[src/rtl/array_checker_halt_detector.sv]
// halt_detector: emits a one-cycle halted pulse once pc has stayed unchanged
// for HALT_CYCLES consecutive cycles; rearms when pc moves again.
module halt_detector #(
  parameter int ADDR_W      = 16,
  parameter int HALT_CYCLES = 64
) (
  input  logic              clk,
  input  logic              rst,
  input  logic [ADDR_W-1:0] pc,
  output logic              halted
);

  localparam int CNT_W = $clog2(HALT_CYCLES + 1);

  logic [ADDR_W-1:0] pc_q;
  logic [CNT_W-1:0]  cnt_q;
  logic              armed_q;

  // NOTE: sequential state uses non-blocking assignments so every register
  // samples the pre-edge values of the others, independent of statement order.
  always_ff @(posedge clk) begin
    if (rst) begin
      pc_q    <= '0;
      cnt_q   <= '0;
      armed_q <= 1'b1;
      halted  <= 1'b0;
    end else begin
      pc_q   <= pc;
      halted <= 1'b0;
      if (pc != pc_q) begin
        cnt_q   <= '0;
        armed_q <= 1'b1;
      end else if (armed_q) begin
        // Fire once per halt; stay disarmed until pc changes.
        if (cnt_q == CNT_W'(HALT_CYCLES - 1)) begin
          halted  <= 1'b1;
          armed_q <= 1'b0;
          cnt_q   <= '0;
        end else begin
          cnt_q <= cnt_q + 1'b1;
        end
      end
    end
  end

endmodule

[config.mk]
export PLATFORM = sky130hd
export DESIGN_NAME = halt_detector
export DESIGN_NICKNAME = d
export VERILOG_FILES = /design/src/rtl/array_checker_halt_detector.sv
export SDC_FILE = /design/constraint.sdc
export NUM_CORES = 1
export LEC_CHECK = 0
export CORE_MARGIN = 2
export CORE_UTILIZATION = 43
export DETAILED_ROUTE_END_ITERATION = 6
export PLACE_DENSITY = 0.68
export SLEW_MARGIN = 40
export SYNTH_ARGS = -nofsm -noshare
export SYNTH_HDL_FRONTEND = slang
export SYNTH_SLANG_ARGS = --single-unit
[constraint.sdc]
create_clock -name clk -period 1.8 [get_ports clk]
set_input_delay 0.45 -clock clk [delete_from_list [all_inputs] [get_ports clk]]
set_output_delay 0.45 -clock clk [all_outputs]
set_load 0.03 [all_outputs]
Yosys cells after proc, flatten, opt, wreduce, memory -nomap -nowiden. Index checks and enable logic that the tools add are counted.

Output and inout port bits: 1. Register bits: 25. Latch bits: 0. Memories: 0. Bits of input ports: 18. ROM bits: 0. Logic and storage cells: 14. Bits in writable memories: 0.

Divide/modulo/power cells: 0. Order comparisons: 0. Bitwise gates (word level): 1. Equal/unequal tests: 2. Add/sub/neg operators: 1. Multiplexer cells: 4. Shift-type cells: 0. $mul: 0. Reductions and logical operators: 2.

Operators by type and width (count): $ne A16 B16 Y1 (1); $add A7 B1 Y7 const B (1); $eq A7 B6 Y1 const B (1); $mux W7 (1); $mux W1 (3); $reduce_or A3 Y1 (1); $reduce_or A2 Y1 (1); $not A1 Y1 (1).

Logic depth before layout (Yosys ltp). Gate-level depths: netlist of the first run.

Word-level depth: 3. Mapped depth: 5. Mapped depth without buffers: 5.

Worst setup path after synthesis of the first run. No wires, ideal clock.

Path type: input to register. Start: input port pc[14]. End: register armed_q. Required time: 1.680 ns. Arrival: 1.383 ns. Path slack: 0.297 ns. Stages on the path: 4. Buffers on the path: 0. Setup time: 0.120 ns. Cells stage by stage: xor2_1 > nor4_1 > nand3_2 > a211o_2.

Word-level cells in the longest chain between the ends: 2.

Ends and longest elaborated chain: start: declaration (line 9) `input logic [ADDR_W-1:0] pc,`; $ne A16 B16 Y1 (line 30) `if (pc != pc_q) begin`; $reduce_or A2 Y1 (no line); end signal: assignment (line 25) `armed_q <= 1'b1;`; end signal: assignment (line 32) `armed_q <= 1'b1;`; end signal: assignment (line 37) `armed_q <= 1'b0;`; end: declaration (line 17) `logic armed_q;`.

Every way passes these cells. A chain may end at the register's enable or synchronous reset.

Worst setup path in the final report of the first run.
Start: input port pc[2]. End: register cnt_q[4].

Word-level cells in the longest chain between the ends: 2.

Ends and longest elaborated chain: $ne A16 B16 Y1 (line 30); $reduce_or A2 Y1 (no line); end signal: assignment (line 40) `cnt_q <= cnt_q + 1'b1;`; end: declaration (line 16) `logic [CNT_W-1:0] cnt_q;`.

Every way passes these cells.

==> flow_metrics.py, run 1 <==
metrics = {
    "floorplanning": {
        "start_util": 0.455,
        "pin_count": 19,
        "core_sq_um": 2210,
        "fp.dieW_um": 52.4,
        "die_y_um": 52.4,
        "fp-row-count": 17,
        "die-area_sq_um": 2750,
    },
    "power_and_ir_drop": {
        "p_sw_frac": 0.222,
        "ir_worst_vdd_mv": 0.470,
        "seqPwrFrac": 0.618,
        "clock_power_share": 0.256,
        "p_per_area_nw_per_um2": 700,
        "p_leak_nw": 0.525,
        "internal_power_mw": 0.730,
        "combPwrFrac": 0.126,
        "total_switching_power_mw": 0.209,
    },
    "drt": {
        "routed_wl_um": 1780,
        "ant_nets": 0,
        "vias": 742,
        "avgViaCountPerCell": 4.85,
        "drc": 0,
        "wl_per_cell_um": 11.6,
        "drt_iter0_markers": 24,
        "drt-pass1-iter-count": 6,
    },
    "worst_setup_path": {
        "reg2reg_to": "cnt_q[5]$_SDFFE_PP0P_",
        "critPathMaxFanout": 7,
        "reg2reg_from": "cnt_q[0]$_SDFFE_PP0P_",
        "crit_path_end": "cnt_q[4]$_SDFFE_PP0P_",
        "end_kind": "flop",
        "rrSetupSlack_ns": 0.17,
        "cp.arrival_ns": 1.95,
        "critical_path_class": "primary input to flop",
        "critPathRequiredTime_ns": 2.04,
        "startpoint": "pc[2]",
        "cp-start-kind": "primary input",
        "rr_worst_depth": 5,
    },
    "placement": {
        "port_buffers": 18,
        "dp_hpwl_um": 1310,
        "dpl-instance-area_sq_um": 1260,
        "gp_congestion": 0.808,
    },
    "timing": {
        "period_minus_slack_ns": 1.72,
        "fin_crit_sh": 0.955,
        "setup_violations": 0,
        "relSlewSlack": 0.733,
        "max_freq_ghz": 0.582,
        "fin_worst_skew_ns": 0.00223,
        "max_slew.worst_pin.slew_ns": 0.398,
        "hold_viol_final": 0,
        "maxSlewViolCount": 0,
    },
    "cells_and_area": {
        "fillers": 192,
        "syn2layout_area_growth_pct": 33.2,
        "antenna_cells": 0,
        "multi_input_area_sq_um": 529,
        "drive_above_1_share": 0.152,
        "finalInstanceArea_sq_um": 1340,
        "register_area_sq_um": 500,
        "fin_nets": 145,
        "fin_util": 0.606,
    },
    "synthesis": {
        "synthSimpleGateAreaFrac": 0.253,
        "synth_top_family_by_area": "simple AND/OR/NAND/NOR gates",
        "ys_ff_latch": 25,
        "synthTopCellsByArea": "dfxtp_1 50%, xor2_1 12%, nor2b_1 9.3%",
        "synthCells": 97,
        "yosysSeqAreaShare": 0.497,
        "synth_xor_area_frac": 0.148,
        "synth_fa_ha_area_frac": 0.0124,
        "synth_top_cell_by_area": "dfxtp_1",
        "avgSynthCellArea_sq_um": 10.4,
        "synth_compound_gate_area_share": 0.0609,
        "synth.area.mux_share": 0.00994,
        "synth_fp_nets": 116,
        "synth_cell_types": 24,
        "yosys_warnings": 0,
        "yosys.area.top_type_share": 0.497,
        "syn-cell-area_sq_um": 1010,
    },
    "global_route": {
        "grt-ovfl-total": 0,
        "grt_usage": 0.145,
        "grt_pass1_vias": 740,
        "grt_pass1_wl_um": 2950,
        "grt_max_degree": 15,
        "antenna_found_initial": 0,
    },
    "clock_network": {
        "htree_levels": 1,
        "clk-insertion-delay-late_ns": 0.31,
        "root_buffer": "clkbuf_4",
        "postCtsHoldBufs": 0,
        "path_clk_slew_ns": 0.13,
        "cts_buffers": 3,
        "cts_sinks": 25,
        "clockBufferDepth": 2,
        "cts_tree": "done",
    },
    "run_status": {
        "status": "complete, no violations",
    },
    "flow_run": {
        "maxCapViolations": 0,
    },
    "min_path": {
        "hold_class": "flop to flop",
    },
}
-- power by group through the flow --
stage	clock network, mW	registers, mW	logic [mW]
after CTS	0.252	0.581	0.110
final	0.240	0.581	0.118
after global placement	0	0.592	0.105
after floorplan	0	0.591	0.0490
after detailed placement	0	0.593	0.108
after global routing	0.271	0.583	0.132
-- synthesized netlist by cell type --
cell type,count
nand2_1,3
and4_1,1
a2111oi_2,2
nor2b_1,15
and3b_1,1
nand3_1,1
ha_1,1
nand2b_1,2
nand4_1,2
or2b_1,1
inv_1,4
mux2i_1,1
a222oi_1,1
nor4_1,2
nor3_1,9
and2_1,1
xor2_1,14
nand3_2,2
xnor2_1,3
dfxtp_1,25
a211o_2,1
clkbuf_1,1
nor2_1,3
o2111a_1,1
-- timing repair --
item                       in CTS  in global routing
resized for setup               1                  6
setup endpoints to repair       1                  9
pin swaps                       0                  3
buffers inserted                0                  1
-- flip-flops by register name, indices dropped and copies added, names as in the netlist --
| signal | cells |
|---|---|
| pc_q | 16 |
| cnt_q | 7 |
| armed_q | 1 |
| halted | 1 |
-- cell type report --
class                   count  area share
clock buffers               4      0.0196
inverters                   4      0.0112
multi-input cells          67       0.395
flip-flops and latches     25       0.373
well taps                  28      0.0261
repair buffers             25       0.175
-- per-layer routing --
layer	vias up	wire length, um	track usage
li1	388	-	-
met1	336	846	0.183
met2	14	839	0.240
met3	4	63	0.0257
met4	0	28	0.0641
met5	-	0	0
-- critical path, stage by stage --
cell and delay (ns):
clkdlybuf4s50_1 0.43, xor2_1 0.16, nor4_2 0.38, nand3_4 0.16, buf_4 0.19, nor3_2 0.19
-- through the flow --
step	power [mW]	hold slack, ns	cells	setup WS (ns)	TNS [ns]
3_5_place_dp	0.701	0.436	148	-0.336	-2.04
4_1_cts	0.943	0.455	152	0.00524	0
6_report	0.939	0.455	153	0.0806	0
2_1_floorplan	0.640	0.421	97	0.297	0
5_1_grt	0.986	0.479	153	-0.0396	-0.0407
3_3_place_gp	0.698	0.437	148	-0.284	-1.90
-- cells by family after synthesis --
| logic type | Yosys count |
|---|---|
| xor gates and xnor gates | 17 |
| and+or+nand+nor | 43 |
| AOI/OAI and AO/OA | 5 |
| DFF | 25 |
| adders and majority gates | 1 |
| muxes | 1 |
| buffers and inverters | 5 |
-- worst min path at each step --
stage / to / cells past startpoint / from / slack, ns
detailed placement: cnt_q[6]$_SDFFE_PP0P_ / 2 / cnt_q[6]$_SDFFE_PP0P_ / 0.44
CTS: cnt_q[6]$_SDFFE_PP0P_ / 2 / cnt_q[6]$_SDFFE_PP0P_ / 0.45
floorplan: cnt_q[6]$_SDFFE_PP0P_ / 2 / cnt_q[6]$_SDFFE_PP0P_ / 0.42
global route: cnt_q[6]$_SDFFE_PP0P_ / 2 / cnt_q[6]$_SDFFE_PP0P_ / 0.48
finish: cnt_q[6]$_SDFFE_PP0P_ / 2 / cnt_q[6]$_SDFFE_PP0P_ / 0.45
global placement: cnt_q[6]$_SDFFE_PP0P_ / 2 / cnt_q[6]$_SDFFE_PP0P_ / 0.44
-- cell usage in the layout, fill, tap and decap left out, types with 2 or more instances in the layout --
cell type        Yosys  final
buf_4                0      7
clkbuf_4             0      3
clkdlybuf4s50_1      0     17
dfxtp_1             25     25
inv_1                4      4
nand2_1              3      3
nand2b_1             2      2
nand3_2              2      2
nand4_1              2      2
nor2_1               3      3
nor2b_1             15     15
nor3_1               9      7
nor3_2               0      2
xnor2_1              3      3
xor2_1              14     14
Note: power is estimated with default switching activity, not from simulation.
==> run 2: changes to the inputs <==
--- a/config.mk
+++ b/config.mk
@@ -9,4 +9,5 @@
 export CORE_UTILIZATION = 43
 export DETAILED_ROUTE_END_ITERATION = 6
+export MAX_ROUTING_LAYER = met4
 export PLACE_DENSITY = 0.68
 export SLEW_MARGIN = 40
==> constraint.sdc (replaced) <==
create_clock -name clk -period 1.8 [get_ports clk]
set_input_delay 0.45 -clock clk [delete_from_list [all_inputs] [get_ports clk]]
set_output_delay 0.45 -clock clk [all_outputs]
set_load 0.1 [all_outputs]
==> flow_metrics.py, run 2 (same netlist as run 1, synthesis figures left out) <==
metrics = {
    "placement": {
        "placed_cells": 149,
        "port_buffers": 18,
        "dp_hpwl_um": 1330,
        "dpl-instance-area_sq_um": 1280,
        "gp_congestion": 0.819,
    },
    "clock_network": {
        "postCtsHoldBufs": 0,
        "cts_tree": "done",
        "root_buffer": "clkbuf_4",
        "clk-insertion-delay-late_ns": 0.30,
        "path_clk_slew_ns": 0.13,
        "clockBufferDepth": 2,
        "htree_levels": 1,
        "post_cts_buffers": 0,
        "cts_buffers": 3,
        "post_cts_resized": 0,
        "cts_sinks": 25,
    },
    "timing": {
        "maxSlewViolCount": 0,
        "rsz0062_at_grt": "true",
        "fin_crit_sh": 0.970,
        "period_minus_slack_ns": 1.75,
        "fin_worst_skew_ns": 0.00308,
        "max_slew.worst_pin.slew_ns": 0.449,
        "max_freq_ghz": 0.573,
        "relSlewSlack": 0.701,
        "setup_violations": 0,
        "hold_viol_final": 0,
    },
    "cells_and_area": {
        "drive_above_1_share": 0.160,
        "fin_nets": 145,
        "reg_top3": "pc_q (16), cnt_q (7)",
        "largest_reg_flops": 16,
        "final_cell_mix": "25 x dfxtp_1, 17 x clkdlybuf4s50_1, 15 x nor2b_1",
        "final_common_cell": "dfxtp_1",
        "finalInstanceArea_sq_um": 1340,
        "syn2layout_area_growth_pct": 32.7,
        "regMostFlops": "pc_q",
        "fillers": 200,
        "antenna_cells": 0,
        "final_cells": 153,
    },
    "power_and_ir_drop": {
        "clock_power_share": 0.256,
        "total_switching_power_mw": 0.207,
        "p_sw_frac": 0.221,
        "p_leak_nw": 0.510,
        "power.total_mw": 0.934,
        "seqPwrFrac": 0.622,
        "internal_power_mw": 0.727,
        "combPwrFrac": 0.122,
        "p_per_area_nw_per_um2": 699,
        "ir_worst_vdd_mv": 0.527,
    },
    "worst_setup_path": {
        "cp.arrival_ns": 1.96,
        "cp-start-kind": "primary input",
        "max_stage_delay_ns": 0.47,
        "critPathMaxFanout": 4,
        "path_buf_inv": 2,
        "crit_chain": "clkdlybuf4s50_1 > inv_1 > a222oi_1 > nand3_2 > a2111oi_2",
        "critical_path_class": "primary input to flop",
        "critical-path-slowest-cell": "clkdlybuf4s50_1",
        "critPathRequiredTime_ns": 2.01,
        "rr_worst_depth": 5,
        "end_kind": "flop",
        "crit_family": "compound AO/OA/AOI/OAI gates",
        "rrSetupSlack_ns": 0.13,
        "cp.depth": 5,
        "reg2reg_from": "cnt_q[0]$_SDFFE_PP0P_",
        "startpoint": "pc[0]",
    },
    "floorplanning": {
        "fp.dieW_um": 52.4,
        "die_y_um": 52.4,
        "start_util": 0.455,
        "core_sq_um": 2210,
        "pin_count": 19,
        "fp-row-count": 17,
        "die-area_sq_um": 2750,
    },
    "drt": {
        "routed_wl_um": 1670,
        "top_layer": "met4",
        "drt_iter0_markers": 5,
        "wl_per_cell_um": 10.9,
        "drt-pass1-iter-count": 4,
        "avgViaCountPerCell": 4.94,
        "ant_nets": 0,
        "drc": 0,
        "vias": 756,
        "wirelength_met1_um": 794,
        "wl_met3_um": 52,
        "wl_met2_um": 802,
    },
    "global_route": {
        "grt_usage": 0.155,
        "grt_pass1_vias": 713,
        "grt_max_degree": 15,
        "antenna_found_initial": 0,
        "grt_pass1_wl_um": 2980,
        "grt-ovfl-total": 0,
    },
    "min_path": {
        "whs_path_depth": 2,
        "hold_class": "flop to flop",
        "hold_start": "cnt_q[6]$_SDFFE_PP0P_",
    },
    "run_status": {
        "status": "complete, no violations",
    },
    "flow_run": {
        "maxCapViolations": 0,
    },
}
run 2: per-stage QoR:
step / hold slack (ns) / setup slack (ns) / utilization / setup TNS (ns)
after floorplan: 0.421 / 0.297 / - / 0
after global placement: 0.437 / -0.274 / 0.579 / -1.88
after detailed placement: 0.438 / -0.330 / 0.579 / -2.31
after CTS: 0.457 / 0.00415 / 0.591 / 0
after global routing: 0.470 / -0.0122 / 0.604 / -0.0122
final: 0.452 / 0.0533 / 0.604 / 0
run 2: layer usage:
layer,GRT usage,vias to the layer above
met1,0.207,358
li1,-,384
met3,0.0343,2
met4,0.0769,0
met5,-,-
met2,0.219,12
run 2: layout make-up:
cell class                      count  area (sq um)  area share
Clock buffer                        4          26.3      0.0197
Sequential cell                    25           500       0.375
Multi-Input combinational cell     67           517       0.387
Tap cell                           28          35.0      0.0262
Inverter                            4          15.0      0.0112
Timing Repair Buffer               25           243       0.182
run 2: worst register-to-register path, stage by stage (launching register included):
cell and delay [ns]:
dfxtp_1 0.35, ha_1 0.23, and4_1 0.28, a2111oi_2 0.35, nand3_2 0.17, nor3_1 0.21
run 2: power by group through the flow:
stage	registers, mW	clock network (mW)	logic, mW
floorplan	0.591	0	0.0490
global placement	0.592	0	0.106
detailed placement	0.593	0	0.108
CTS	0.581	0.246	0.109
global route	0.583	0.275	0.125
finish	0.581	0.240	0.114
run 2: path summary, 6_finish.rpt:
check                     endpoint
min reg2reg  cnt_q[6]$_SDFFE_PP0P_
max reg2reg  cnt_q[1]$_SDFFE_PP0P_
min          cnt_q[6]$_SDFFE_PP0P_
max          cnt_q[6]$_SDFFE_PP0P_
